$ cat config.mk
export PLATFORM = sky130hd
export DESIGN_NAME = shift_rows_pipe
export DESIGN_NICKNAME = d
export VERILOG_FILES = /design/src/rtl/shift_rows_pipe.sv
export SDC_FILE = /design/constraint.sdc
export NUM_CORES = 1
export LEC_CHECK = 0
export ABC_AREA = 1
export CAP_MARGIN = 40
export CORE_MARGIN = 4
export CORE_UTILIZATION = 45
export DETAILED_ROUTE_END_ITERATION = 8
export GPL_TIMING_DRIVEN = 1
export PLACE_DENSITY = 0.91
export SYNTH_ARGS = -nofsm -noshare
export SYNTH_HDL_FRONTEND = slang
export SYNTH_SLANG_ARGS = --single-unit
$ cat constraint.sdc
create_clock -name clk -period 1.7 [get_ports clk]
set_input_delay 0.17 -clock clk [delete_from_list [all_inputs] [get_ports clk]]
set_output_delay 0.17 -clock clk [all_outputs]
set_load 0.1 [all_outputs]
$ cat src/rtl/shift_rows_pipe.sv
// rtl/shift_rows_pipe.sv - pipelined Rijndael ShiftRows/InvShiftRows engine, Nb = 4/6/8
//
// Purpose:
//   Applies ShiftRows (mode 00), InvShiftRows (mode 01) or a straight
//   pass-through (mode 10/11) to a 32*NB-bit state. It sits between SubBytes
//   and MixColumns. A sideband tag travels with each state, and valid/ready
//   handshakes on both sides let downstream round logic stall it.
//   Latency is 1 + REG_IN cycles, and throughput is one state per cycle.
//
// Ports:
//   clk        rising-edge clock
//   rst_n      asynchronous active-low reset
//   in_valid   input state valid
//   in_ready   block accepts input this cycle (no path from in_valid)
//   in_mode    00 forward, 01 inverse, 10/11 bypass
//   in_state   state, byte k at [32*NB-1-8k -: 8], s[r][c] = byte 4c+r
//   in_tag     sideband tag
//   out_valid  output valid
//   out_ready  downstream accepts
//   out_state  transformed state
//   out_tag    tag accepted with that state
//   busy       any pipeline stage holds valid data

module shift_rows_pipe #(
  parameter int NB     = 4,
  parameter int REG_IN = 0,
  parameter int TAG_W  = 4
) (
  input  logic              clk,
  input  logic              rst_n,
  input  logic              in_valid,
  output logic              in_ready,
  input  logic [1:0]        in_mode,
  input  logic [32*NB-1:0]  in_state,
  input  logic [TAG_W-1:0]  in_tag,
  output logic              out_valid,
  input  logic              out_ready,
  output logic [32*NB-1:0]  out_state,
  output logic [TAG_W-1:0]  out_tag,
  output logic              busy
);

  localparam int W = 32 * NB;

  generate
    if (!(NB == 4 || NB == 6 || NB == 8)) begin : g_bad_nb
      $error("shift_rows_pipe: NB must be 4, 6 or 8");
    end
  endgenerate

  // Row r rotates left by this many columns. The 256-bit block skips offset 2.
  function automatic int row_off(input int r);
    if (NB == 8) begin
      return (r < 2) ? r : r + 1;
    end
    return r;
  endfunction

  // The permutation is pure byte wiring. The source column for each
  // destination byte is resolved at elaboration, so no arithmetic is built.
  function automatic logic [W-1:0] permute(input logic [W-1:0] s,
                                           input logic [1:0]   mode);
    logic [W-1:0] o;
    int           src_c;
    o = s;
    for (int c = 0; c < NB; c++) begin
      for (int r = 0; r < 4; r++) begin
        if (mode == 2'b00) begin
          src_c = (c + row_off(r)) % NB;
          o[W-1-8*(4*c+r) -: 8] = s[W-1-8*(4*src_c+r) -: 8];
        end else if (mode == 2'b01) begin
          src_c = (c + NB - row_off(r)) % NB;
          o[W-1-8*(4*c+r) -: 8] = s[W-1-8*(4*src_c+r) -: 8];
        end
      end
    end
    return o;
  endfunction

  // Feed into the output stage. It is the raw input when REG_IN=0, or the
  // input register when REG_IN=1.
  logic             pre_valid;
  logic [W-1:0]     pre_state;
  logic [TAG_W-1:0] pre_tag;
  logic             first_busy;

  // Output stage state
  logic             out_v_q, out_v_d;
  logic [W-1:0]     out_s_q, out_s_d;
  logic [TAG_W-1:0] out_t_q, out_t_d;
  logic             out_load;

  // The output stage may load when it is empty or when its content leaves this cycle.
  assign out_load = !out_v_q || out_ready;

  generate
    if (REG_IN != 0) begin : g_in_reg
      logic             in_v_q;
      logic [W-1:0]     in_s_q;
      logic [1:0]       in_m_q;
      logic [TAG_W-1:0] in_t_q;
      logic             in_adv;

      assign in_adv   = in_v_q && out_load;
      assign in_ready = !in_v_q || in_adv;

      always_ff @(posedge clk or negedge rst_n) begin
        if (!rst_n) begin
          in_v_q <= 1'b0;
          in_s_q <= '0;
          in_m_q <= 2'b00;
          in_t_q <= '0;
        end else if (in_ready) begin
          in_v_q <= in_valid;
          // Mode is latched with the data, so later in_mode changes cannot
          // affect a state that is already in flight.
          if (in_valid) begin
            in_s_q <= in_state;
            in_m_q <= in_mode;
            in_t_q <= in_tag;
          end
        end
      end

      assign pre_valid  = in_v_q;
      assign pre_state  = permute(in_s_q, in_m_q);
      assign pre_tag    = in_t_q;
      assign first_busy = in_v_q;
    end else begin : g_no_in_reg
      assign in_ready   = out_load;
      assign pre_valid  = in_valid;
      assign pre_state  = permute(in_state, in_mode);
      assign pre_tag    = in_tag;
      assign first_busy = 1'b0;
    end
  endgenerate

  always_comb begin
    out_v_d = out_v_q;
    out_s_d = out_s_q;
    out_t_d = out_t_q;
    if (out_load) begin
      out_v_d = pre_valid;
      // Data registers load only with a valid beat. The last delivered state
      // stays visible instead of being overwritten by idle inputs.
      if (pre_valid) begin
        out_s_d = pre_state;
        out_t_d = pre_tag;
      end
    end
  end

  always_ff @(posedge clk or negedge rst_n) begin
    if (!rst_n) begin
      out_v_q <= 1'b0;
      out_s_q <= '0;
      out_t_q <= '0;
    end else begin
      out_v_q <= out_v_d;
      out_s_q <= out_s_d;
      out_t_q <= out_t_d;
    end
  end

  assign out_valid = out_v_q;
  assign out_state = out_s_q;
  assign out_tag   = out_t_q;
  assign busy      = out_v_q || first_busy;

endmodule

==> results of run 1 <==
-- per-stage QoR --
| step | area (um2) | std cells | utilization, % |
|---|---|---|---|
| floorplan | 6713 | 935 | - |
| global placement | 9708 | 1344 | 66.54 |
| detailed placement | 9708 | 1344 | 66.54 |
| CTS | 10280 | 1376 | 70.45 |
| global route | 10280 | 1377 | 70.47 |
| finish | 10280 | 1377 | 70.47 |
-- state kept, by name, indices dropped and copies added (netlist names) --
name / count
busy: 1
out_tag: 4
out_state: 128
-- critical path, cell delays in order (launching register included) --
cell and delay, ns:
dfrtp_4 0.52, nand2_4 0.12, buf_12 0.18
-- per-layer routing --
metal	vias up	track usage, %	wire [um]	part of all wire (%)
met3	64	9.087	2198	9.8
met4	2	12.22	936	4.2
met2	352	41.85	10490	47
met5	-	0	13	0.058
met1	3258	32.87	8750	39
li1	3409	-	-	-
-- kinds of logic after synthesis --
group	count (synthesis)	synth area share, %
flops	133	49.65
simple gates	688	41.10
buf+inv	82	6.868
compound gates	32	2.389
-- final timing paths --
path,cells past startpoint,endpoint,from,slack [ns]
min reg2reg,2,out_state[113],out_state[113],0.48
min,2,out_state[106],rst_n,0.22
max,2,in_ready,busy,0.30
min in group clk,3,out_tag[0],in_tag[0],0.28
max in group asynchronous,3,out_state[73],rst_n,0.85
max reg2reg,6,out_state[57],busy,0.32
-- cell usage after synthesis --
cell      number
o21ai_1       16
clkbuf_8       2
nand3_1      128
nor2_4         1
clkbuf_1      14
buf_2         25
inv_2          3
dfrtp_1      133
buf_6          5
clkbuf_4       1
inv_1         16
buf_4         16
o21ai_0       16
nand2_1      557
nand2_2        2
-- report_power, final --
| group | leakage (nW) | switching (W) | total [W] | internal, W |
|---|---|---|---|---|
| sequential | 1.65 | 0.000370 | 0.00401 | 0.00364 |
| combinational | 3.42 | 0.00469 | 0.00635 | 0.00166 |
| clock | 0.262 | 0.00140 | 0.00349 | 0.00209 |
| total | 5.33 | 0.00647 | 0.0139 | 0.00739 |
-- cell usage in the layout (no fill, tap or decap), drive strengths merged --
cell type	netlist	layout
buf	46	154
bufinv	0	1
clkbuf	17	21
clkdlybuf4s50	0	134
clkinv	0	4
clkinvlp	0	4
dfrtp	133	133
diode	0	1
dlygate4sd3	0	1
inv	19	20
nand2	559	559
nand3	128	128
nor2	1	1
o21ai	32	32
-- layout make-up --
| type | instances | area, um2 | area share, % |
|---|---|---|---|
| antenna | 1 | 2.502 | 0.02434 |
| clock buffer | 21 | 460.4 | 4.479 |
| clock inverter | 10 | 100.1 | 0.9736 |
| inverter | 19 | 73.82 | 0.7180 |
| multi-input combinational | 720 | 2925 | 28.45 |
| sequential | 133 | 3332 | 32.41 |
| tap | 184 | 230.2 | 2.239 |
| timing repair buffer | 289 | 3157 | 30.70 |
==> results by group, run 1 <==
Status
  – Status: complete, no violations

Die
  – # IOs: 273
  – Starting Density: 45.95%
  – Core area: 14590 um2
  – Die area: 16910 um2
  – Chip Height: 130.1 um
  – Rows: 44
  – Die W: 130.1 um

Clock network
  – CTS Buffer Depth: 2
  – Hold buffers post-CTS: 1
  – CTS root buf: clkbuf_16
  – H-tree levels: 4
  – Reg clk slew, reported paths: 0.06 ns
  – CTS Buf Count: 17
  – Post-CTS sizing: 0
  – CTS tree: built
  – Skew-Pair Late Insertion Delay: 0.42 ns
  – # Post-CTS Setup Buffers: 0
  – Sink Count: 133

Cells and area
  – Share of layout cells above drive strength 1: 15.94%
  – NumNets Final: 1318
  – Area grow syn2layout: 53.36%
  – # fillers: 1080

Power
  – Total Power: 0.01385 W
  – Peak supply drop: 0.8210 mV
  – PwrDens: 1347 nW/um2
  – P_leak: 5.330 nW

Global route
  – GRT overflow: 0
  – Initial antenna violation count: 2
  – First-pass GRT wire length: 34890 um
  – Vias in the first global route: 6787
  – Global Route Usage Sum: 26.51%
  – Largest net degree at the start of global routing: 70

Critical path
  – Crit path capture type: output port
  – Crit path launch type: flip-flop
  – Required @ worst endpoint: 1.53 ns
  – CP Max Fanout: 3
  – Crit path kind: reg2out
  – CP arrival: 1.23 ns

Logic synthesis
  – Largest area contributor in the netlist: dfrtp_1
  – Syn Inst Count: 935
  – Top-area cell type share of the netlist area: 49.65%
  – Syn_area_per_cell: 7.170 um2
  – Synth area leaders: dfrtp_1 50%, nand2_1 31%, nand3_1 9.6%
  – Syn Nets: 1073
  – Synth warnings: 0
  – Synth cell types: 15
  – Sequential-to-total area share from yosys stat: 49.65%
  – Mapped Area: 6704 um2
  – Yosys reg bits: 133

Placed design
  – Placer Congestion: 0.8224
  – Port Buffers: 272
  – Final HPWL DP: 15930 um
  – Placement Setup Slack: 0.2027 ns

STA
  – Final hold viol count: 0
  – Worst Skew: 0.008005 ns
  – Min cycle time layout: 1.399 ns
  – Setup TNS: 0 ns
  – Slew margin rel.: 70.87%
  – Unrepaired setup endpoints after global routing: false
  – Fin worst setup slack: 0.3011 ns
  – Final hold slack: 0.2242 ns
  – Worst slew pin tran: 0.4370 ns
  – Max Slew Vio Count: 0
  – F_max: 714.8 MHz
  – Final setup fails: 0
  – Fin crit share: 82.29%

Detailed routing
  – First-iteration detailed-routing DRC count: 618
  – Antenna viol nets, final: 0
  – Vias: 7085
  – 1st-pass router iterations: 5
  – Drt total wl: 22390 um
  – Wire per inst: 16.26 um
  – Vias per cell: 5.145
  – DRC Markers: 0

Hold path
  – Min-delay worst type: in2async

Run
  – Max cap viols: 0
Note: power is estimated with default switching activity, not from simulation.
==> run 2, diff against run 1 <==
- CORE_UTILIZATION: 45 -> 39
- PLACE_DENSITY: 0.91 -> 0.85
- clock period: 1.7 -> 1.25 ns (I/O delays scaled with it)
==> run 2 against run 1 <==
  * Cell count increased by 4.5%
  * Design area is 20% higher
  * Non-clock buffer count increased by 24
  * Largest cell class is now non-clock buffers
  * Clock skew is 0.0018 ns higher
  * Count of clock-buffer cells in the layout decreased by 2
  * Setup slack lost 0.45 ns
  * Flip-flop and latch count is the same
  * First-iteration DRC count decreased by 19%
  * Hold slack worse by 0.083 ns
  * Sequential share of layout area is 5.4 points lower
  * The run now ends with setup timing left
  * Highest routed layer unchanged
  * Largest power group unchanged
  * Sequential power is 44% higher
  * Critical path type unchanged
==> results by group, run 2 (same netlist as run 1, synthesis figures left out) <==
Status
  – Status: finished, violations left
  – Violated checks: setup timing

Die
  – Starting Density: 40.14% (-5.8 points)
  – # IOs: 273 (unchanged)
  – Core area: 16700 um2 (+14%)
  – Die area: 19350 um2 (+14%)
  – Rows: 47 (+6.8%)
  – Die W: 139.1 um (+7.0%)
  – Chip Height: 139.1 um (+7.0%)

Cells and area
  – Share of layout cells above drive strength 1: 23.40% (+7.5 points)
  – Final Instance Area: 12350 um2 (+20%)
  – # fillers: 1041 (-3.6%)
  – NumNets Final: 1344 (+2.0%)
  – Commonest non-fill, non-tap cell in the layout: nand2_1
  – Area grow syn2layout: 84.15%
  – Most frequent cells in the layout: 491 x nand2_1, 149 x buf_12, 134 x clkdlybuf4s50_1
  – Largest register FFs: 128 (unchanged)

Critical path
  – CP Max Fanout: 2 (-1)
  – Crit path capture type: output port
  – Crit path launch type: flip-flop
  – CP arrival: 1.27 ns (+0.04 ns)
  – Crit path kind: reg2out
  – Required @ worst endpoint: 1.12 ns (-0.41 ns)

Global route
  – Vias in the first global route: 7437 (+9.6%)
  – Initial antenna violation count: 2 (unchanged)
  – GRT overflow: 0 (unchanged)
  – First-pass GRT wire length: 39430 um (+13%)
  – Largest net degree at the start of global routing: 57 (-19%)
  – Global Route Usage Sum: 25.35% (-1.2 points)

STA
  – F_max: 717.0 MHz
  – Worst slew pin tran: 0.4717 ns (+0.03474 ns)
  – Final hold viol count: 0 (unchanged)
  – Final setup fails: 135 (+135)
  – Fin crit share: 111.6%
  – Unrepaired setup endpoints after global routing: true
  – Worst Skew: 0.009797 ns (+0.001793 ns)
  – Slew margin rel.: 68.22% (-2.6 points)
  – Max Slew Vio Count: 0 (unchanged)
  – Min cycle time layout: 1.395 ns
  – Fin worst setup slack: -0.1446 ns (-0.4457 ns)

Power
  – P_leak: 6.137 nW (+15%)
  – Pint: 0.01178 W (+59%)
  – Peak supply drop: 1.116 mV (+36%)
  – Fraction of power consumed by the clock network: 24.2% (-1.0 points)
  – NetSw: 0.009415 W (+46%)
  – Comb pwr share: 48.6% (+2.7 points)
  – Flop pwr share: 27.2% (-1.8 points)
  – PwrDens: 1717 nW/um2 (+27%)
  – Fraction of power spent switching nets: 44.42% (-2.3 points)
  – Total Power: 0.02119 W (+53%)

Placed design
  – Area post-placement: 11060 um2 (+14%)
  – Final HPWL DP: 17810 um (+12%)
  – Port Buffers: 272 (unchanged)
  – Placer Congestion: 0.8298 (+0.90%)

Hold path
  – Min-delay worst type: in2async

Detailed routing
  – Vias: 7569 (+6.8%)
  – Antenna viol nets, final: 0 (unchanged)
  – Vias per cell: 5.260 (+2.2%)
  – 1st-pass router iterations: 5 (unchanged)
  – First-iteration detailed-routing DRC count: 503 (-19%)
  – DRC Markers: 0 (unchanged)
  – Wire per inst: 18.73 um (+15%)
  – Drt total wl: 26960 um (+20%)

Clock network
  – Skew-Pair Late Insertion Delay: 0.42 ns (about the same)
  – Sink Count: 133 (unchanged)
  – CTS Buffer Depth: 2 (unchanged)
  – CTS root buf: clkbuf_16
  – H-tree levels: 4 (unchanged)
  – CTS tree: built
  – CTS Buf Count: 17 (unchanged)
  – Reg clk slew, reported paths: 0.06 ns (about the same)

Run
  – Max cap viols: 0 (unchanged)
run 2: critical path, stage by stage, from the launching register on:
cell	delay, ns
dfrtp_4	0.51
nand2_8	0.08
buf_6	0.10
buf_12	0.16
run 2: layer usage:
metal / vias to the layer above / share of wire, % / track usage (%)
met5: - / 0.056 / 0
li1: 3464 / - / -
met3: 112 / 9.1 / 8.759
met2: 416 / 49 / 41.47
met4: 2 / 5.6 / 14.42
met1: 3575 / 37 / 28.97
run 2: final cells by class:
class,count,area (um2),area share [%]
clock buffers,19,442.9,3.588
repair inverters,1,16.27,0.1318
inverters,19,87.58,0.7094
multi-input cells,721,3268,26.47
well taps,220,275.3,2.230
clock inverters,12,155.1,1.257
repair buffers,313,4763,38.58
flip-flops and latches,133,3334,27.01
diodes,1,2.502,0.02027
run 2: power groups by stage:
stage	Sequential, W	Clock (W)	Combinational (W)
CTS	0.00573	0.00517	0.00997
detailed placement	0.00578	0	0.00988
floorplan	0.0101	0	0.00128
global route	0.00583	0.00539	0.0106
finish	0.00576	0.00512	0.0103
global placement	0.00575	0	0.00976
run 2: path summary, 6_finish.rpt:
kind                                      from              to  slack [ns]  cells after the start
worst max-delay path                      busy        in_ready       -0.14                      3
worst min-delay path                     rst_n  out_state[106]        0.14                      2
worst max register to register            busy  out_state[115]       -0.14                      7
worst min register to register  out_state[127]  out_state[127]        0.54                      2
max in group asynchronous                rst_n   out_state[57]        0.56                      3
min in group clk                     in_tag[1]      out_tag[1]        0.23                      3
run 2: timing repair:
| action | 4_1_cts | 5_1_grt |
|---|---|---|
| setup buffers | 1 | 2 |
| pin swaps | 1 | 14 |
| cloned | 1 | 11 |
| hold buffers | 1 | 0 |
| endpoints found under the hold margin | 133 | 0 |
| resized for setup | 9 | 106 |
| endpoints found under the setup margin | 20 | 136 |
run 2: per-stage QoR:
step / setup TNS [ns] / setup slack, ns / hold WS [ns] / utilization (%) / cells
3_3_place_gp: -10.10 / -0.1226 / 0.002714 / 66.25 / 1392
6_report: -11.85 / -0.1446 / 0.1415 / 73.92 / 1439
5_1_grt: -17.84 / -0.1891 / 0.1432 / 73.92 / 1439
2_1_floorplan: -33.90 / -0.2610 / -0.1706 / - / 935
3_5_place_dp: -14.50 / -0.1993 / 0.004460 / 66.25 / 1392
4_1_cts: -6.668 / -0.1678 / 0.1272 / 70.36 / 1426
